<file path="src/rtl/gt_4_bist_ctrl_if.sv">
// Bus between the greater-than comparator BIST sequencer and the rest of the board:
// operands out, comparator result in, sweep status and results out.
interface gt_4_bist_ctrl_if #(
    parameter int W = 4
);
    logic             start;
    logic [W-1:0]     a_out;
    logic [W-1:0]     b_out;
    logic             agtb_in;
    logic             busy;
    logic             done;
    logic             pass;
    logic [2*W:0]     err_count;
    logic             first_fail_valid;
    logic [W-1:0]     first_fail_a;
    logic [W-1:0]     first_fail_b;

    // Board side: issues start, closes the loop through the comparator, reads results.
    modport master (
        output start,
        output agtb_in,
        input  a_out,
        input  b_out,
        input  busy,
        input  done,
        input  pass,
        input  err_count,
        input  first_fail_valid,
        input  first_fail_a,
        input  first_fail_b
    );

    // Sequencer side.
    modport slave (
        input  start,
        input  agtb_in,
        output a_out,
        output b_out,
        output busy,
        output done,
        output pass,
        output err_count,
        output first_fail_valid,
        output first_fail_a,
        output first_fail_b
    );
endinterface

</file>
<file path="src/rtl/gt_4_bist_ctrl.sv">
// Exhaustive BIST sequencer for a W-bit a>b comparator: sweeps every (a,b) pair,
// holds each for SETTLE_CYCLES, then checks agtb against a golden a>b.
module gt_4_bist_ctrl #(
    parameter int W             = 4,
    parameter int SETTLE_CYCLES = 2
) (
    input  logic                  i_clk,
    input  logic                  i_reset,
    gt_4_bist_ctrl_if.slave       bus
);
    localparam int IW = 2 * W;
    localparam int EW = 2 * W + 1;
    localparam int CW = (SETTLE_CYCLES > 1) ? $clog2(SETTLE_CYCLES) : 1;
    localparam logic [CW-1:0] CNT_LOAD = CW'(SETTLE_CYCLES - 1);
    localparam logic [IW-1:0] IDX_LAST = {IW{1'b1}};

    typedef enum logic [1:0] {
        S_IDLE   = 2'd0,
        S_SETTLE = 2'd1,
        S_CHECK  = 2'd2,
        S_DONE   = 2'd3
    } state_t;

    state_t          r_state;
    logic [IW-1:0]   r_idx;
    logic [CW-1:0]   r_cnt;
    logic [EW-1:0]   r_err;
    logic            r_ffv;
    logic [W-1:0]    r_ffa;
    logic [W-1:0]    r_ffb;
    logic            r_busy;
    logic            r_done;
    logic            r_pass;

    logic            w_golden;
    logic            w_mismatch;
    logic [EW-1:0]   w_err_next;

    // Golden reference and the error count this CHECK cycle would produce.
    always_comb begin
        w_golden   = (r_idx[W-1:0] > r_idx[IW-1:W]);
        w_mismatch = (bus.agtb_in != w_golden);
        w_err_next = r_err + {{(EW-1){1'b0}}, w_mismatch};
    end

    // Sweep FSM; every result output is a register updated here.
    always_ff @(posedge i_clk) begin
        if (i_reset) begin
            r_state <= S_IDLE;
            r_idx   <= '0;
            r_cnt   <= '0;
            r_err   <= '0;
            r_ffv   <= 1'b0;
            r_ffa   <= '0;
            r_ffb   <= '0;
            r_busy  <= 1'b0;
            r_done  <= 1'b0;
            r_pass  <= 1'b0;
        end else begin
            case (r_state)
                S_IDLE, S_DONE: begin
                    if (bus.start) begin
                        r_state <= S_SETTLE;
                        r_idx   <= '0;
                        r_cnt   <= CNT_LOAD;
                        r_err   <= '0;
                        r_ffv   <= 1'b0;
                        r_ffa   <= '0;
                        r_ffb   <= '0;
                        r_busy  <= 1'b1;
                        r_done  <= 1'b0;
                        r_pass  <= 1'b0;
                    end else begin
                        r_state <= r_state;
                    end
                end
                S_SETTLE: begin
                    if (r_cnt == '0) begin
                        r_state <= S_CHECK;
                    end else begin
                        r_cnt <= r_cnt - CW'(1);
                    end
                end
                S_CHECK: begin
                    r_err <= w_err_next;
                    // Only the first mismatch of the sweep is latched for diagnosis.
                    if (w_mismatch && !r_ffv) begin
                        r_ffv <= 1'b1;
                        r_ffa <= r_idx[W-1:0];
                        r_ffb <= r_idx[IW-1:W];
                    end else begin
                        r_ffv <= r_ffv;
                    end
                    if (r_idx == IDX_LAST) begin
                        r_state <= S_DONE;
                        r_busy  <= 1'b0;
                        r_done  <= 1'b1;
                        r_pass  <= (w_err_next == '0);
                    end else begin
                        r_state <= S_SETTLE;
                        r_idx   <= r_idx + IW'(1);
                        r_cnt   <= CNT_LOAD;
                    end
                end
                default: begin
                    r_state <= S_IDLE;
                    r_busy  <= 1'b0;
                    r_done  <= 1'b0;
                end
            endcase
        end
    end

    assign bus.a_out            = r_idx[W-1:0];
    assign bus.b_out            = r_idx[IW-1:W];
    assign bus.busy             = r_busy;
    assign bus.done             = r_done;
    assign bus.pass             = r_pass;
    assign bus.err_count        = r_err;
    assign bus.first_fail_valid = r_ffv;
    assign bus.first_fail_a     = r_ffa;
    assign bus.first_fail_b     = r_ffb;
endmodule

</file>
<file path="src/flat_wrapper.sv">
// flat-port wrapper written by rule: the top's interface ports become plain ports
module gt_4_bist_ctrl_flat 
#(
    parameter int W             = 4,
    parameter int SETTLE_CYCLES = 2
)
  (i_clk, i_reset, bus_start, bus_agtb_in, bus_a_out, bus_b_out, bus_busy, bus_done, bus_pass, bus_err_count, bus_first_fail_valid, bus_first_fail_a, bus_first_fail_b);
  gt_4_bist_ctrl_if #(.W(W)) bus_i ();
  input  logic i_clk;
  input  logic i_reset;
  input wire logic [$bits(bus_i.start)-1:0] bus_start;
  input wire logic [$bits(bus_i.agtb_in)-1:0] bus_agtb_in;
  output wire logic [$bits(bus_i.a_out)-1:0] bus_a_out;
  output wire logic [$bits(bus_i.b_out)-1:0] bus_b_out;
  output wire logic [$bits(bus_i.busy)-1:0] bus_busy;
  output wire logic [$bits(bus_i.done)-1:0] bus_done;
  output wire logic [$bits(bus_i.pass)-1:0] bus_pass;
  output wire logic [$bits(bus_i.err_count)-1:0] bus_err_count;
  output wire logic [$bits(bus_i.first_fail_valid)-1:0] bus_first_fail_valid;
  output wire logic [$bits(bus_i.first_fail_a)-1:0] bus_first_fail_a;
  output wire logic [$bits(bus_i.first_fail_b)-1:0] bus_first_fail_b;
  assign bus_i.start = bus_start;
  assign bus_i.agtb_in = bus_agtb_in;
  assign bus_a_out = bus_i.a_out;
  assign bus_b_out = bus_i.b_out;
  assign bus_busy = bus_i.busy;
  assign bus_done = bus_i.done;
  assign bus_pass = bus_i.pass;
  assign bus_err_count = bus_i.err_count;
  assign bus_first_fail_valid = bus_i.first_fail_valid;
  assign bus_first_fail_a = bus_i.first_fail_a;
  assign bus_first_fail_b = bus_i.first_fail_b;
  gt_4_bist_ctrl #(.W(W), .SETTLE_CYCLES(SETTLE_CYCLES)) u_core (.i_clk(i_clk), .i_reset(i_reset), .bus(bus_i));
endmodule
</file>
<file path="config.mk">
export PLATFORM = sky130hd
export DESIGN_NAME = gt_4_bist_ctrl_flat
export DESIGN_NICKNAME = d
export VERILOG_FILES = /design/src/rtl/gt_4_bist_ctrl_if.sv /design/src/rtl/gt_4_bist_ctrl.sv /design/src/flat_wrapper.sv
export SDC_FILE = /design/constraint.sdc
export NUM_CORES = 1
export LEC_CHECK = 0
export CORE_MARGIN = 1.5
export CORE_UTILIZATION = 50
export DETAILED_ROUTE_END_ITERATION = 12
export PLACE_DENSITY_LB_ADDON = 0.1
export SLEW_MARGIN = 15
export SYNTH_ARGS = -nofsm -noshare
export SYNTH_HDL_FRONTEND = slang
export SYNTH_SLANG_ARGS = --single-unit
</file>
<file path="constraint.sdc">
create_clock -name i_clk -period 2.8 [get_ports i_clk]
set_input_delay 0.42 -clock i_clk [delete_from_list [all_inputs] [get_ports i_clk]]
set_output_delay 0.42 -clock i_clk [all_outputs]
set_load 0.005 [all_outputs]
</file>
## Word-level counts from Yosys, hierarchy flattened

Cells that the tools add are included.

- Equal/unequal tests: 10
- Muxes and demuxes: 27
- Reductions and logical operators: 12
- Add/sub/neg operators: 3
- Magnitude comparators: 1

Operators by type and width:

| operator | number |
|---|---|
| $pmux 9 s2 | 1 |
| $mux 8 | 2 |
| $pmux 4 s2 | 2 |
| $pmux 8 s2 | 1 |
| $mux 4 | 3 |
| $add 9x1->9 | 1 |
| $logic_not 9->1 | 1 |
| $mux 9 | 1 |
| $reduce_and 3->1 | 3 |
| $add 8x1->8 const B | 1 |
| $eq 8x8->1 const B | 1 |
| $mux 1 | 8 |
| $pmux 1 s2 | 4 |
| $mux 2 | 3 |
| $ne 2x2->1 const B | 3 |
| $pmux 2 s3 | 1 |
| $reduce_and 2->1 | 3 |
| $eq 2x2->1 const B | 2 |
| $gt 4x4->1 | 1 |
| $ne 2x1->1 const B | 2 |
| $pmux 1 s3 | 1 |
| $eq 2x1->1 const B | 1 |
| $logic_not 2->1 | 1 |
| $reduce_bool 2->1 | 1 |
| 5 further kinds | 5 |

- Output and inout bits: 29
- Bits of input ports: 4
- Register bits after elaboration: 32

## Depth between registers and ports, before layout

- Depth in word-level cells: 6
- Gate-level depth with buffers: 14
- Mapped depth without buffers: 14

## Worst setup path after synthesis

Ideal clock, no wire load.

- Path kind: register -> register
- Start point: register u_core.r_idx[7]
- End point: register u_core.r_pass, in the netlist u_core.bus.pass
- Data required time: 2.699 ns
- Path buffers: 0
- Path slack: 0.291 ns
- Setup time: 0.101 ns
- Cell stages (with the launch flop): 14
- Arrival time: 2.408 ns
- Cell sequence: dfxtp_1 > inv_1 > ha_1 > and4_2 > a21oi_4 > xor2_4 > ha_1 > ha_1 > nand2_1 > nor2_1 > nand2_1 > nand2_1 > o21ai_1 > o41ai_1

- Word-level cells in the longest chain between the ends: 6
- Elaborated cells on any way between the ends: 9
- Those cells by class: add/sub (1); order compare (1); eq/ne (3); mux (2); reduce/logical (2)

RTL lines:

| element | RTL line | source |
|---|---|---|
| start: declaration | gt_4_bist_ctrl.sv:25 | `logic [IW-1:0] r_idx;` |
| start signal: assignment | gt_4_bist_ctrl.sv:101 | `r_idx <= r_idx + IW'(1);` |
| $gt 4x4->1 | gt_4_bist_ctrl.sv:41 | `w_golden = (r_idx[W-1:0] > r_idx[IW-1:W]);` |
| $ne 1x1->1 | gt_4_bist_ctrl.sv:42 | `w_mismatch = (bus.agtb_in != w_golden);` |
| $add 9x1->9 | gt_4_bist_ctrl.sv:43 | `w_err_next = r_err + {{(EW-1){1'b0}}, w_mismatch};` |
| $logic_not 9->1 | gt_4_bist_ctrl.sv:98 | `r_pass <= (w_err_next == '0);` |
| $mux 1 | gt_4_bist_ctrl.sv:94 | `if (r_idx == IDX_LAST) begin` |
| $pmux 1 s2 | gt_4_bist_ctrl.sv:60 | `case (r_state)` |
| end signal: assignment | gt_4_bist_ctrl.sv:98 |  |
| end: declaration | gt_4_bist_ctrl.sv:33 | `logic r_pass;` |

Several ways; a longest one is shown, not always the timed one. The select of a mux whose other input is x is not followed.
A chain may end at the register's enable or synchronous reset.

## Final worst setup path

Ends and elaborated chain as after synthesis.

==> qor.txt <==
Status: completed
Synthesis-to-finish area growth: 30.58%
Slowest-stage cell, CP: dfxtp_2
Register bit count reported by yosys: 32
Pin count of the biggest net entering global routing: 13
Slowest cell delay on critical path: 0.38 ns
Syn_area_per_cell: 8.559 um2
Asr flop ratio synth: 0
Max cap viols: 0
Vias in the first global route: 1448
ANT cells: 0
Mapped Area: 0.001669 mm2
Root buf cell: clkbuf_4
Reg-to-reg startpoint: u_core.r_idx[7]
Final period utilization: 0.9118
Worst Hold Class: reg2reg
Final Max Tran Viols: 0
Width of the chip: 60.78 um
HPWL after DPL: 3.081 mm
Syn Nets: 209
Synth warnings: 0
CTS clk-pin slew, worst paths: 0.10 ns
Crit end category: register
Nets@finish: 248
DR pass1 iterations: 4
Tmin final: 2.553 ns
Fmax: 391.7 MHz
Antenna violations before repair: 0
Routed WL per cell: 15.06 um
RSZ-0062 raised after global routing: no
Buf/Inv on CP: 1
Clock buffer depth: 2
Die Y: 60.78 um
Cell family with most CP delay: adder cells
Worst Setup EP: u_core.bus.pass
Clock share of power: 0.342
Total CTS buffers: 5
Worst-path fanout max: 4
HP Start: u_core.bus.first_fail_b[0]
Combinational share of power: 0.137
Htree depth: 2
Post-DRT Antenna Nets: 0
Worst R2R Path Depth: 10
Worst R2R End: u_core.bus.pass
First-pass GRT wire length: 6.920 mm
Final Skew: 0.007758 ns
Reg-to-reg setup timing slack: 0.25 ns
CP cell instances: inv_1, ha_1, and4_2, a21oi_4, xor2_4, ha_4, ha_4, nor3_1, nand4_1, o41ai_2
Final standard cell utilization of the core: 0.7024
Placed insts: 270
Synth unique cells: 41
Total track usage: 0.2540
GPL Wtd Cong: 0.9217
Worst path most repeated cell: ha_4
Crit. Startpoint: u_core.r_idx[7]
CTS tree: done
Drt first-iter violations: 98
Starting Density: 0.5379
Startpoint type of the worst setup path: register
P_int: 652.9 uW
Sw Ratio: 0.2738
Overall Power: 899.1 uW
Remaining DRCs: 0
Post-DP Area: 0.002068 mm2
Peak VDD IR: 0.2279 mV
Vias per cell: 5.691
Final WL: 4.186 mm
Clock sinks: 32
Finished Cell Area: 0.002180 mm2
Area of the core: 0.003103 mm2
Final hold vios: 0
# IOs: 33
Worst Tran Pin Value: 0.4935 ns
Sequential power share: 0.521
Setup Crit Path Kind: reg2reg
Share of cells above drive strength 1: 0.1410
Latest clock arrival within the worst-skew pair: 0.35 ns
Synth Flop Type: dfxtp_1
Setup Viol. Count Final: 0
Grt total ovfl: 0
Via Count: 1582
Post-synthesis instance total: 195
Finished Layout Cells: 278
Die area: 0.003694 mm2
Row cnt: 20
PwrDens: 412.5 mW/mm2
Sw power: 246.1 uW
Slew HR: 0.6696
Worst path depth: 10
Critical Path AT: 2.81 ns
WHS: 0.4885 ns
I/O Buffers: 32
EDFF count, synth: 0
Seq/Total Area, Yosys: 0.3838
Crit path required time: 3.06 ns
Leak pwr: 0.0008016 uW
[flip-flops by register name (all words and copies together) (netlist names)]
name	cells
u_core.bus.first_fail_valid	1
u_core.r_state	2
u_core.bus.first_fail_b	4
u_core.bus.busy	1
u_core.bus.done	1
u_core.bus.first_fail_a	4
u_core.r_cnt	1
u_core.r_idx	8
u_core.bus.pass	1
u_core.bus.err_count	9
[cells in the final DEF, fill, tap and decap left out, drive strengths merged, types with 2 or more instances in the layout]
cell | synthesis | routed
a21oi | 17 | 17
a22o | 8 | 8
a22oi | 3 | 3
a311oi | 3 | 3
a31oi | 3 | 3
and2 | 3 | 3
and3 | 3 | 3
buf | 6 | 10
clkbuf | 4 | 7
clkdlybuf4s50 | 0 | 32
dfxtp | 32 | 32
ha | 10 | 10
inv | 8 | 8
nand2 | 11 | 11
nand2b | 2 | 2
nand3 | 7 | 7
nand4 | 4 | 4
nor2 | 29 | 29
nor3 | 6 | 6
nor4 | 2 | 2
o21ai | 11 | 11
or2 | 2 | 2
xnor2 | 5 | 5
xor2 | 3 | 3
[how the worst min path moves through the flow]
stage,to,slack [ns],cells after the start
finish,u_core.bus.first_fail_b[0],0.49,1
detailed placement,u_core.bus.first_fail_b[0],0.47,1
global route,u_core.bus.first_fail_b[0],0.50,1
global placement,u_core.bus.done,0.46,2
CTS,u_core.bus.first_fail_b[0],0.49,1
floorplan,u_core.r_state[0],0.47,2
[through the flow]
step                setup WS [ns]   TNS [ns]
finish                     0.2468          0
global route              0.01168          0
CTS                       0.01403          0
detailed placement      -0.001697  -0.001697
global placement           0.1852          0
floorplan                  0.2914          0
[Yosys cell counts, types with 2 or more instances]
cell type,number,area share
nor3_1,6,0.018
nand2b_1,2,0.0075
or2_2,2,0.0075
a21oi_1,15,0.045
a31oi_1,3,0.011
nor2_1,29,0.065
a22oi_1,3,0.013
and3_1,3,0.011
inv_1,8,0.018
buf_2,5,0.015
and2_1,3,0.011
o21ai_0,10,0.030
a22o_1,8,0.042
nand4_1,4,0.015
nand3_1,7,0.021
ha_1,10,0.075
nand2_1,11,0.025
xnor2_1,5,0.026
nor4_1,2,0.0075
xor2_1,2,0.010
dfxtp_1,32,0.38
a311oi_1,3,0.016
clkbuf_1,4,0.0090
[cell families (layout without fill, tap and decap cells)]
kind of cell,Yosys count,after routing,share of synthesized area
adder cells (fa/ha/maj),10,10,0.07496
AND/OR/NAND/NOR,73,73,0.2189
flip-flops,32,32,0.3838
AO/OA/AOI/OAI,52,52,0.2122
multiplexers,2,2,0.01274
buffers and inverters,18,57,0.04422
XOR/XNOR,8,8,0.05323
[area by class of cell]
cell class                      instances  area [um2]
Clock buffer                            7       65.06
Fill cell                             292       923.4
Inverter                                8       30.03
Multi-Input combinational cell        145       987.2
Sequential cell                        32       646.9
Tap cell                               44       55.05
Timing Repair Buffer                   42       395.4
[power groups by stage]
| stage | registers (uW) | clock network, uW | logic (uW) |
|---|---|---|---|
| floorplan | 479 | 0 | 79.3 |
| global placement | 479 | 0 | 115 |
| detailed placement | 480 | 0 | 119 |
| CTS | 470 | 306 | 119 |
| global route | 470 | 328 | 137 |
| finish | 469 | 307 | 123 |
[what timing repair did]
item,4_1_cts,5_1_grt
hold buffers,0,0
setup buffers,0,1
pin swaps,0,2
resized for setup,3,6
endpoints found under the setup margin,1,4
[worst register-to-register path: stages, from the launching register on]
cell and delay, ns:
dfxtp_2 0.38, inv_1 0.08, ha_1 0.35, and4_2 0.25, a21oi_4 0.16, xor2_4 0.21, ha_4 0.17, ha_4 0.20
nor3_1 0.20, nand4_1 0.14, o41ai_2 0.34
[layer usage]
metal,routed length (um),track usage
met1,1865,0.3429
met2,1970,0.3948
met3,298,0.06823
met4,52,0.08385
met5,0,0
No activity file was read; power rests on OpenSTA's default activity.
